--- config.mk ---
export PLATFORM = sky130hd
export DESIGN_NAME = approx_error_monitor
export DESIGN_NICKNAME = d
export VERILOG_FILES = /design/src/rtl/approx_error_monitor.sv
export SDC_FILE = /design/constraint.sdc
export NUM_CORES = 1
export LEC_CHECK = 0
export CELL_PAD_IN_SITES_DETAIL_PLACEMENT = 2
export CELL_PAD_IN_SITES_GLOBAL_PLACEMENT = 2
export CORE_MARGIN = 2
export CORE_UTILIZATION = 33
export CTS_BUF_LIST = sky130_fd_sc_hd__clkbuf_8
export DETAILED_ROUTE_END_ITERATION = 16
export HOLD_SLACK_MARGIN = 0.03
export PLACE_DENSITY_LB_ADDON = 0.2
export SLEW_MARGIN = 10
export SYNTH_ARGS = -nofsm -noshare
export SYNTH_HDL_FRONTEND = slang
export SYNTH_SLANG_ARGS = --single-unit
--- constraint.sdc ---
create_clock -name clock -period 7.7 [get_ports clock]
set_input_delay 1.155 -clock clock [delete_from_list [all_inputs] [get_ports clock]]
set_output_delay 1.155 -clock clock [all_outputs]
set_load 0.005 [all_outputs]
--- src/rtl/approx_error_monitor.sv ---
// Streaming error-statistics monitor for a 32-bit approximate adder.
// Define APPROX_ERR_HAMMING_EN to add the report_sum_hd Hamming-distance accumulator.
module approx_error_monitor #(
    parameter int unsigned WINDOW = 256,
    parameter int unsigned SUM_W  = 48
) (
    input  logic              clock,
    input  logic              reset,
    input  logic [31:0]       A,
    input  logic [31:0]       B,
    input  logic [31:0]       ApproxSum,
    input  logic              in_valid,
    output logic              in_ready,
    input  logic              flush,
    output logic              report_valid,
    input  logic              report_ready,
    output logic [16:0]       report_count,
    output logic [16:0]       report_err_count,
    output logic [32:0]       report_max_ed,
    output logic [SUM_W-1:0]  report_sum_ed
`ifdef APPROX_ERR_HAMMING_EN
    ,
    output logic [31:0]       report_sum_hd
`endif
);

    typedef enum logic [1:0] {StAccum, StDrain, StReport} state_e;

    state_e            state_q, state_d;
    logic              accept, last_accept, clear;
    logic [32:0]       exact_sum, approx_ext, ed;
    logic [SUM_W:0]    sum_ext;
    logic [16:0]       win_cnt_q;
    logic              s1_valid_q;
    logic [32:0]       s1_ed_q;
    logic [16:0]       count_q, err_count_q;
    logic [32:0]       max_ed_q;
    logic [SUM_W-1:0]  sum_ed_q;

    assign in_ready    = (state_q == StAccum);
    assign accept      = in_valid && in_ready;
    // win_cnt_q counts accepts directly, so the window closes without waiting on the pipeline
    assign last_accept = accept && (win_cnt_q == 17'(WINDOW - 1));
    assign clear       = (state_q == StReport) && report_ready;

    assign exact_sum  = {1'b0, A} + {1'b0, B};
    assign approx_ext = {1'b0, ApproxSum};
    assign ed         = (exact_sum >= approx_ext) ? (exact_sum - approx_ext)
                                                  : (approx_ext - exact_sum);
    assign sum_ext    = {1'b0, sum_ed_q} + (SUM_W + 1)'(s1_ed_q);

`ifdef APPROX_ERR_HAMMING_EN
    logic [5:0]  s1_hd_q;
    logic [31:0] sum_hd_q;
    logic [32:0] hd_ext;
    assign hd_ext        = {1'b0, sum_hd_q} + 33'(s1_hd_q);
    assign report_sum_hd = sum_hd_q;

    always_ff @(posedge clock) begin
        if (reset) begin
            s1_hd_q  <= '0;
            sum_hd_q <= '0;
        end else begin
            if (accept) s1_hd_q <= 6'($countones(exact_sum[31:0] ^ ApproxSum));
            if (clear) sum_hd_q <= '0;
            else if (s1_valid_q) sum_hd_q <= hd_ext[32] ? '1 : hd_ext[31:0];
        end
    end
`endif

    always_comb begin
        state_d = state_q;
        unique case (state_q)
            StAccum:  if (flush || last_accept) state_d = StDrain;
            StDrain:  if (!s1_valid_q) state_d = StReport;
            StReport: if (report_ready) state_d = StAccum;
            default:  state_d = StAccum;
        endcase
    end

    always_ff @(posedge clock) begin
        if (reset) begin
            state_q     <= StAccum;
            win_cnt_q   <= '0;
            s1_valid_q  <= 1'b0;
            s1_ed_q     <= '0;
            count_q     <= '0;
            err_count_q <= '0;
            max_ed_q    <= '0;
            sum_ed_q    <= '0;
        end else begin
            state_q    <= state_d;
            s1_valid_q <= accept;
            if (accept) s1_ed_q <= ed;
            if (clear) begin
                win_cnt_q   <= '0;
                count_q     <= '0;
                err_count_q <= '0;
                max_ed_q    <= '0;
                sum_ed_q    <= '0;
            end else begin
                if (accept) win_cnt_q <= win_cnt_q + 17'd1;
                if (s1_valid_q) begin
                    count_q     <= count_q + 17'd1;
                    err_count_q <= err_count_q + 17'(s1_ed_q != '0);
                    if (s1_ed_q > max_ed_q) max_ed_q <= s1_ed_q;
                    sum_ed_q    <= sum_ext[SUM_W] ? '1 : sum_ext[SUM_W-1:0];
                end
            end
        end
    end

    assign report_valid     = (state_q == StReport);
    assign report_count     = count_q;
    assign report_err_count = err_count_q;
    assign report_max_ed    = max_ed_q;
    assign report_sum_ed    = sum_ed_q;

endmodule

==> results of run 1 <==
[final cells by class]
cell class                 instances  area (µm²)  share of cell area (%)
multi-input combinational       1402        9703                   57.53
timing repair buffer             227        2255                   13.37
clock buffer                      17       234.0                   1.387
clock inverter                    15       156.4                  0.9272
sequential                       168        3364                   19.95
tap                              539       674.4                   3.998
inverter                         128       480.5                   2.848
[stage by stage]
step	util, %	total power (W)	cells	hold slack (ns)	area (µm²)
2_1_floorplan	-	0.002098	1780	0.4389	13850
3_3_place_gp	39.55	0.002559	2464	0.4592	16480
3_5_place_dp	39.55	0.002622	2464	0.4816	16480
4_1_cts	40.48	0.003293	2496	0.4959	16870
5_1_grt	40.48	0.003509	2496	0.5186	16870
6_report	40.48	0.003261	2496	0.4929	16870
[cells by family after synthesis]
logic type	Yosys count	share of synthesized area, %
AO/OA/AOI/OAI	552	25.66
XOR/XNOR	130	8.220
adder cells (fa/ha/maj)	170	15.57
buffers and inverters	210	5.826
flip-flops	168	24.28
multiplexers	23	1.689
AND/OR/NAND/NOR	527	18.75
[power by group through the flow]
stage,sequential [W],combinational [W],clock (W)
floorplan,0.00100,0.00110,0
global placement,0.00105,0.00151,0
detailed placement,0.00105,0.00157,0
CTS,0.00103,0.00158,0.000680
global route,0.00104,0.00175,0.000714
finish,0.00103,0.00157,0.000656
[cell usage in the layout (no fill, tap or decap), types with 7 or more instances in the layout]
cell type          n
dfxtp_1          167
nand3_1           75
o31a_1             7
o211ai_1          14
inv_1            128
or3_1             15
and3_1            15
buf_4              9
o21a_1            12
a211oi_1          44
a21o_1            87
nor4_1            17
nor2b_1           18
nor3_1            33
ha_1             166
a21oi_1          158
nand2_1          111
nand4_1           33
o21bai_1          13
nand2b_1          21
clkdlybuf4s50_1  216
xor2_1            75
o21ai_0          104
clkbuf_8          17
mux2i_1           20
a31oi_1           13
xnor2_1           55
o31ai_1           41
nor2_1           144
nand3b_1           7
[worst max-delay path, stage by stage]
cell             delay [ns]
clkdlybuf4s50_1        0.41
ha_1                   0.37
a21oi_1                0.16
o21ai_0                0.15
or4b_2                 0.63
a31oi_1                0.19
o21ai_1                0.22
a211oi_1               0.40
o21ai_1                0.12
a21o_1                 0.19
a21o_1                 0.21
xor2_1                 0.16
ha_1                   0.23
a21o_1                 0.18
a211oi_1               0.23
nor2_1                 0.09
o41ai_1                0.40
o21ai_0                0.26
nor3b_4                0.27
buf_12                 0.30
mux2_2                 0.39
a21oi_1                0.18
a21boi_0               0.11
o41ai_1                0.26
[flip-flops by register name (all words and copies together), names as in the netlist]
register,flops
report_sum_ed,48
report_max_ed,33
s1_ed_q,33
report_count,17
report_err_count,17
win_cnt_q,17
state_q,2
s1_valid_q,1
[worst min-delay path by stage]
stage / start / to / cells past startpoint
final: win_cnt_q[5]$_SDFFE_PP0P_ / win_cnt_q[5]$_SDFFE_PP0P_ / 2
after global routing: win_cnt_q[1]$_SDFFE_PP0P_ / win_cnt_q[1]$_SDFFE_PP0P_ / 2
after CTS: win_cnt_q[1]$_SDFFE_PP0P_ / win_cnt_q[1]$_SDFFE_PP0P_ / 2
after detailed placement: win_cnt_q[5]$_SDFFE_PP0P_ / win_cnt_q[5]$_SDFFE_PP0P_ / 2
after global placement: win_cnt_q[1]$_SDFFE_PP0P_ / win_cnt_q[1]$_SDFFE_PP0P_ / 2
after floorplan: state_q[1]$_SDFFE_PP0P_ / state_q[0]$_SDFFE_PP0P_ / 1
[routing by layer]
layer	vias up	global-route usage [%]
li1	6740	-
met1	6821	28.30
met2	185	39.36
met3	43	1.879
met4	0	6.576
met5	-	0
==> flow_summary.json, run 1 <==
{
  "synthTopCellsByArea": "dfxtp_1 24%, ha_1 15%, a21oi_1 5.7%",
  "slew_headroom_pct": 42.08,
  "synth_nets": 2051,
  "drive_gt1_share_pct": 3.321,
  "fin_crit_sh_pct": 89.37,
  "report.final.slew_viol_count": 0,
  "synth_top_area_share_pct": 24.28,
  "grt_use_total_pct": 22.08,
  "cts_tree": "built",
  "wl_per_cell_um": 19.34,
  "synth_edf_count": 0,
  "hp-class": "register to register",
  "pin_count": 218,
  "critPathMaxFanout": 51,
  "post-cts-setup-buffers": 0,
  "startpoint": "A[8]",
  "dr.pass1.iters": 4,
  "setup_ws_ns": 0.8184,
  "reg2reg_to": "report_sum_ed[35]$_SDFFE_PP0P_",
  "n_fill_cell": 4858,
  "cts_buffer_depth": 2,
  "nets": 2215,
  "synth_seq_cells": 168,
  "dp_hpwl_um": 38610,
  "grt_pass1_vias": 14930,
  "async_reset_ff_share_pct": 0,
  "cp.required_ns": 8.10,
  "hold_viol": 0,
  "setup.worst_path.end": "s1_ed_q[17]$_SDFFE_PP0P_",
  "seqPwrFrac_pct": 31.6,
  "ys.warnings.count": 0,
  "synth.largest_area_cell": "dfxtp_1",
  "ctsHoldBuffers": 0,
  "r2r_cells": 12,
  "skew_ns": 0.01932,
  "post-route-min-period_ns": 6.882,
  "wirelength_um": 48260,
  "netlist_instances": 1780,
  "ys_seq_area_share_pct": 24.28,
  "io_buffer_count": 217,
  "coreArea_mm2": 0.04167,
  "synth_common_cells": "168 x dfxtp_1, 166 x ha_1, 159 x a21oi_1",
  "synth.distinct_cells": 74,
  "sw_frac_of_total_pct": 43.25,
  "clock_latency_ns": 0.51,
  "r2r_start": "s1_ed_q[0]$_SDFFE_PP0P_",
  "grt_pass1_wl_um": 78870,
  "p_leak_nw": 7.104,
  "cts.repair.resized": 0,
  "crit_path_start_kind": "input pin",
  "intPower_w": 0.001851,
  "fmax_mhz": 145.3,
  "dp_slack_ns": 0.3056,
  "ant_nets": 0,
  "antennaDiodeCount": 0,
  "cp-end-kind": "register",
  "comb_power_share_pct": 48.3,
  "vias_per_cell": 5.524,
  "drc": 0,
  "dieArea_mm2": 0.04363,
  "avgSynthCellArea_um2": 7.782,
  "netSwitchingPower_w": 0.001411,
  "grt_antenna_before_repair": 0,
  "drt_iter0_drc": 562,
  "syn2layout_area_growth_pct": 21.77,
  "num_rows": 75,
  "worst-r2r-setup-slack_ns": 3.87,
  "tns_ns": 0,
  "synth_area_mm2": 0.01385,
  "peakVddDrop_v": 0.00007760,
  "clkPwrFrac_pct": 20.1,
  "p_per_area_mw_per_mm2": 193.4,
  "start_util_pct": 33.25,
  "grt_max_degree": 72,
  "cts_sinks": 168,
  "rsz0062_at_grt": "no",
  "cp_data_arrival_time_ns": 7.28,
  "path_clk_slew_ns": 0.10,
  "numCtsBuffers": 17,
  "outcome": "complete, no violations",
  "wl_met1_um": 22660,
  "fp.dieH_um": 208.9,
  "htree_levels": 4,
  "cap_violations": 0,
  "critical_path_class": "input pin to register",
  "synth.most_common_cell": "dfxtp_1",
  "top_layer": "met4",
  "overflow": 0,
  "die_x_um": 208.9,
  "routed-via-count": 13790,
  "met2_length_um": 23640,
  "gp_congestion": 0.8567,
  "wl_met3_um": 931,
  "setup_violations": 0,
  "worstMarginPinSlew_ns": 0.8594,
  "cts_root_buf": "clkbuf_8",
  "synth_ff_type": "dfxtp_1"
}
Power figures use the tool's default switching activity.
==> run 2, diff against run 1 <==
Settings changed: CORE_UTILIZATION 33 to 30.
Clock period 7.7 ns to 5.67 ns, I/O delays scaled along.
==> flow_summary.json, run 2 (synthesis gave the netlist of run 1 again) <==
{
  "final_area_mm2": 0.01902,
  "netSwitchingPower_w": 0.002090,
  "syn2layout_area_growth_pct": 37.30,
  "antennaDiodeCount": 0,
  "cts_tree": "built",
  "ctsHoldBuffers": 0,
  "io_buffer_count": 217,
  "coreArea_mm2": 0.04548,
  "gp_congestion": 0.8873,
  "intPower_w": 0.002923,
  "seqPwrFrac_pct": 28.0,
  "start_util_pct": 30.46,
  "grt_antenna_before_repair": 0,
  "clkPwrFrac_pct": 17.6,
  "layout_commonest_cell": "buf_4",
  "comb_power_share_pct": 54.4,
  "worstMarginPinSlew_ns": 1.028,
  "drt_iter0_drc": 477,
  "peakVddDrop_v": 0.0001022,
  "wl_per_cell_um": 19.25,
  "grt_pass1_wl_um": 84470,
  "drive_gt1_share_pct": 15.62,
  "sw_frac_of_total_pct": 41.69,
  "clock_latency_ns": 0.51,
  "grt_max_degree": 55,
  "skew_ns": 0.01757,
  "slew_headroom_pct": 31.33,
  "fin_crit_sh_pct": 97.31,
  "cts_buffer_depth": 2,
  "critical_path_class": "input pin to register",
  "routed-via-count": 14650,
  "critPathMaxFanout": 8,
  "hp-class": "register to register",
  "dp_hpwl_um": 42330,
  "drc": 0,
  "htree_levels": 4,
  "outcome": "complete, no violations",
  "wirelength_um": 53460,
  "cp.required_ns": 6.06,
  "die_x_um": 218.9,
  "report.final.slew_viol_count": 0,
  "final_cell_mix": "224 x buf_4, 204 x clkdlybuf4s50_1, 167 x dfxtp_1",
  "cts_root_buf": "clkbuf_8",
  "cp-end-kind": "register",
  "numCtsBuffers": 17,
  "dr.pass1.iters": 4,
  "largest_reg_flops": 48,
  "hold_viol": 0,
  "num_rows": 78,
  "ant_nets": 0,
  "place_area_mm2": 0.01798,
  "nets": 2435,
  "overflow": 0,
  "grt_use_total_pct": 21.87,
  "path_clk_slew_ns": 0.10,
  "holdWs_ns": 0.4978,
  "post-route-min-period_ns": 5.518,
  "setup_violations": 0,
  "dieArea_mm2": 0.04791,
  "fp.dieH_um": 218.9,
  "grt_pass1_vias": 15820,
  "pin_count": 218,
  "cap_violations": 0,
  "p_per_area_mw_per_mm2": 263.5,
  "p_leak_nw": 8.340,
  "fmax_mhz": 181.2,
  "cp_data_arrival_time_ns": 5.91,
  "tns_ns": 0,
  "vias_per_cell": 5.274,
  "cts_sinks": 168,
  "crit_path_start_kind": "input pin"
}
## run 2: cell types whose count changed in the layout (fill, tap and decap cells not counted), sizes merged
| cell | before | now |
|---|---|---|
| buf | 11 | 231 |
| clkdlybuf4s50 | 216 | 204 |
| dlymetal6s2s | 0 | 12 |
| inv | 137 | 135 |
| clkbuf | 17 | 18 |
| clkinvlp | 2 | 3 |
## run 2: worst max-delay path, stage by stage
cell and delay (ns):
clkdlybuf4s50_1 0.40, ha_2 0.21, a21oi_4 0.12, o21ai_2 0.09, or4b_4 0.54, a31oi_4 0.20, o21ai_4 0.09, a211oi_4 0.26
o21ai_1 0.12, a21o_1 0.19, a21o_1 0.18, xor2_1 0.17, ha_2 0.18, a21o_1 0.18, a211oi_2 0.26, nor2_2 0.09
o41ai_2 0.24, buf_4 0.19, o21ai_4 0.06, nor3b_4 0.26, buf_12 0.18, buf_12 0.13, mux2i_4 0.07, and4b_1 0.21
o21ai_1 0.09, or3b_1 0.35
## run 2: metal layers
metal  wire length (µm)  track usage, %
met1              24580           27.61
met2              26610           39.58
met3               1170           2.134
met4               1095           5.653
met5                  0               0
## run 2: final timing paths
kind	start	to	slack, ns	cells past startpoint
worst max-delay path	B[7]	s1_ed_q[6]$_SDFFE_PP0P_	0.15	26
worst max register to register	s1_ed_q[0]$_SDFFE_PP0P_	report_sum_ed[35]$_SDFFE_PP0P_	1.78	12
worst min register to register	report_max_ed[0]$_SDFFE_PP0P_	report_max_ed[0]$_SDFFE_PP0P_	0.50	2
worst min-delay path	report_max_ed[0]$_SDFFE_PP0P_	report_max_ed[0]$_SDFFE_PP0P_	0.50	2
## run 2: area by class of cell
cell class | instances | area [µm²]
Timing Repair Buffer | 447 | 3964
Inverter | 128 | 480.5
Sequential cell | 168 | 3364
Fill cell | 5162 | 26460
Multi-Input combinational cell | 1402 | 10070
Tap cell | 600 | 750.7
Clock buffer | 18 | 247.7
Clock inverter | 14 | 137.6
## run 2: metrics by stage
step	instances	util (%)	setup slack (ns)	power [W]
detailed placement	2713	39.55	-1.169	0.003949
finish	2777	41.82	0.1523	0.005013
CTS	2771	41.07	0.001907	0.004945
global placement	2713	39.55	-0.8063	0.003834
global route	2777	41.82	-0.06806	0.005371
floorplan	1780	-	0.002430	0.002850
## run 2: timing repair
item | CTS | global route
setup buffers | 26 | 6
pin swaps | 21 | 37
setup endpoints to repair | 32 | 32
resized for setup | 28 | 69
## run 2: power groups by stage
| stage | combinational (W) | clock (W) | sequential, W |
|---|---|---|---|
| 2_1_floorplan | 0.00149 | 0 | 0.00136 |
| 3_3_place_gp | 0.00241 | 0 | 0.00143 |
| 3_5_place_dp | 0.00252 | 0 | 0.00143 |
| 4_1_cts | 0.00263 | 0.000912 | 0.00140 |
| 5_1_grt | 0.00300 | 0.000957 | 0.00142 |
| 6_report | 0.00273 | 0.000884 | 0.00140 |
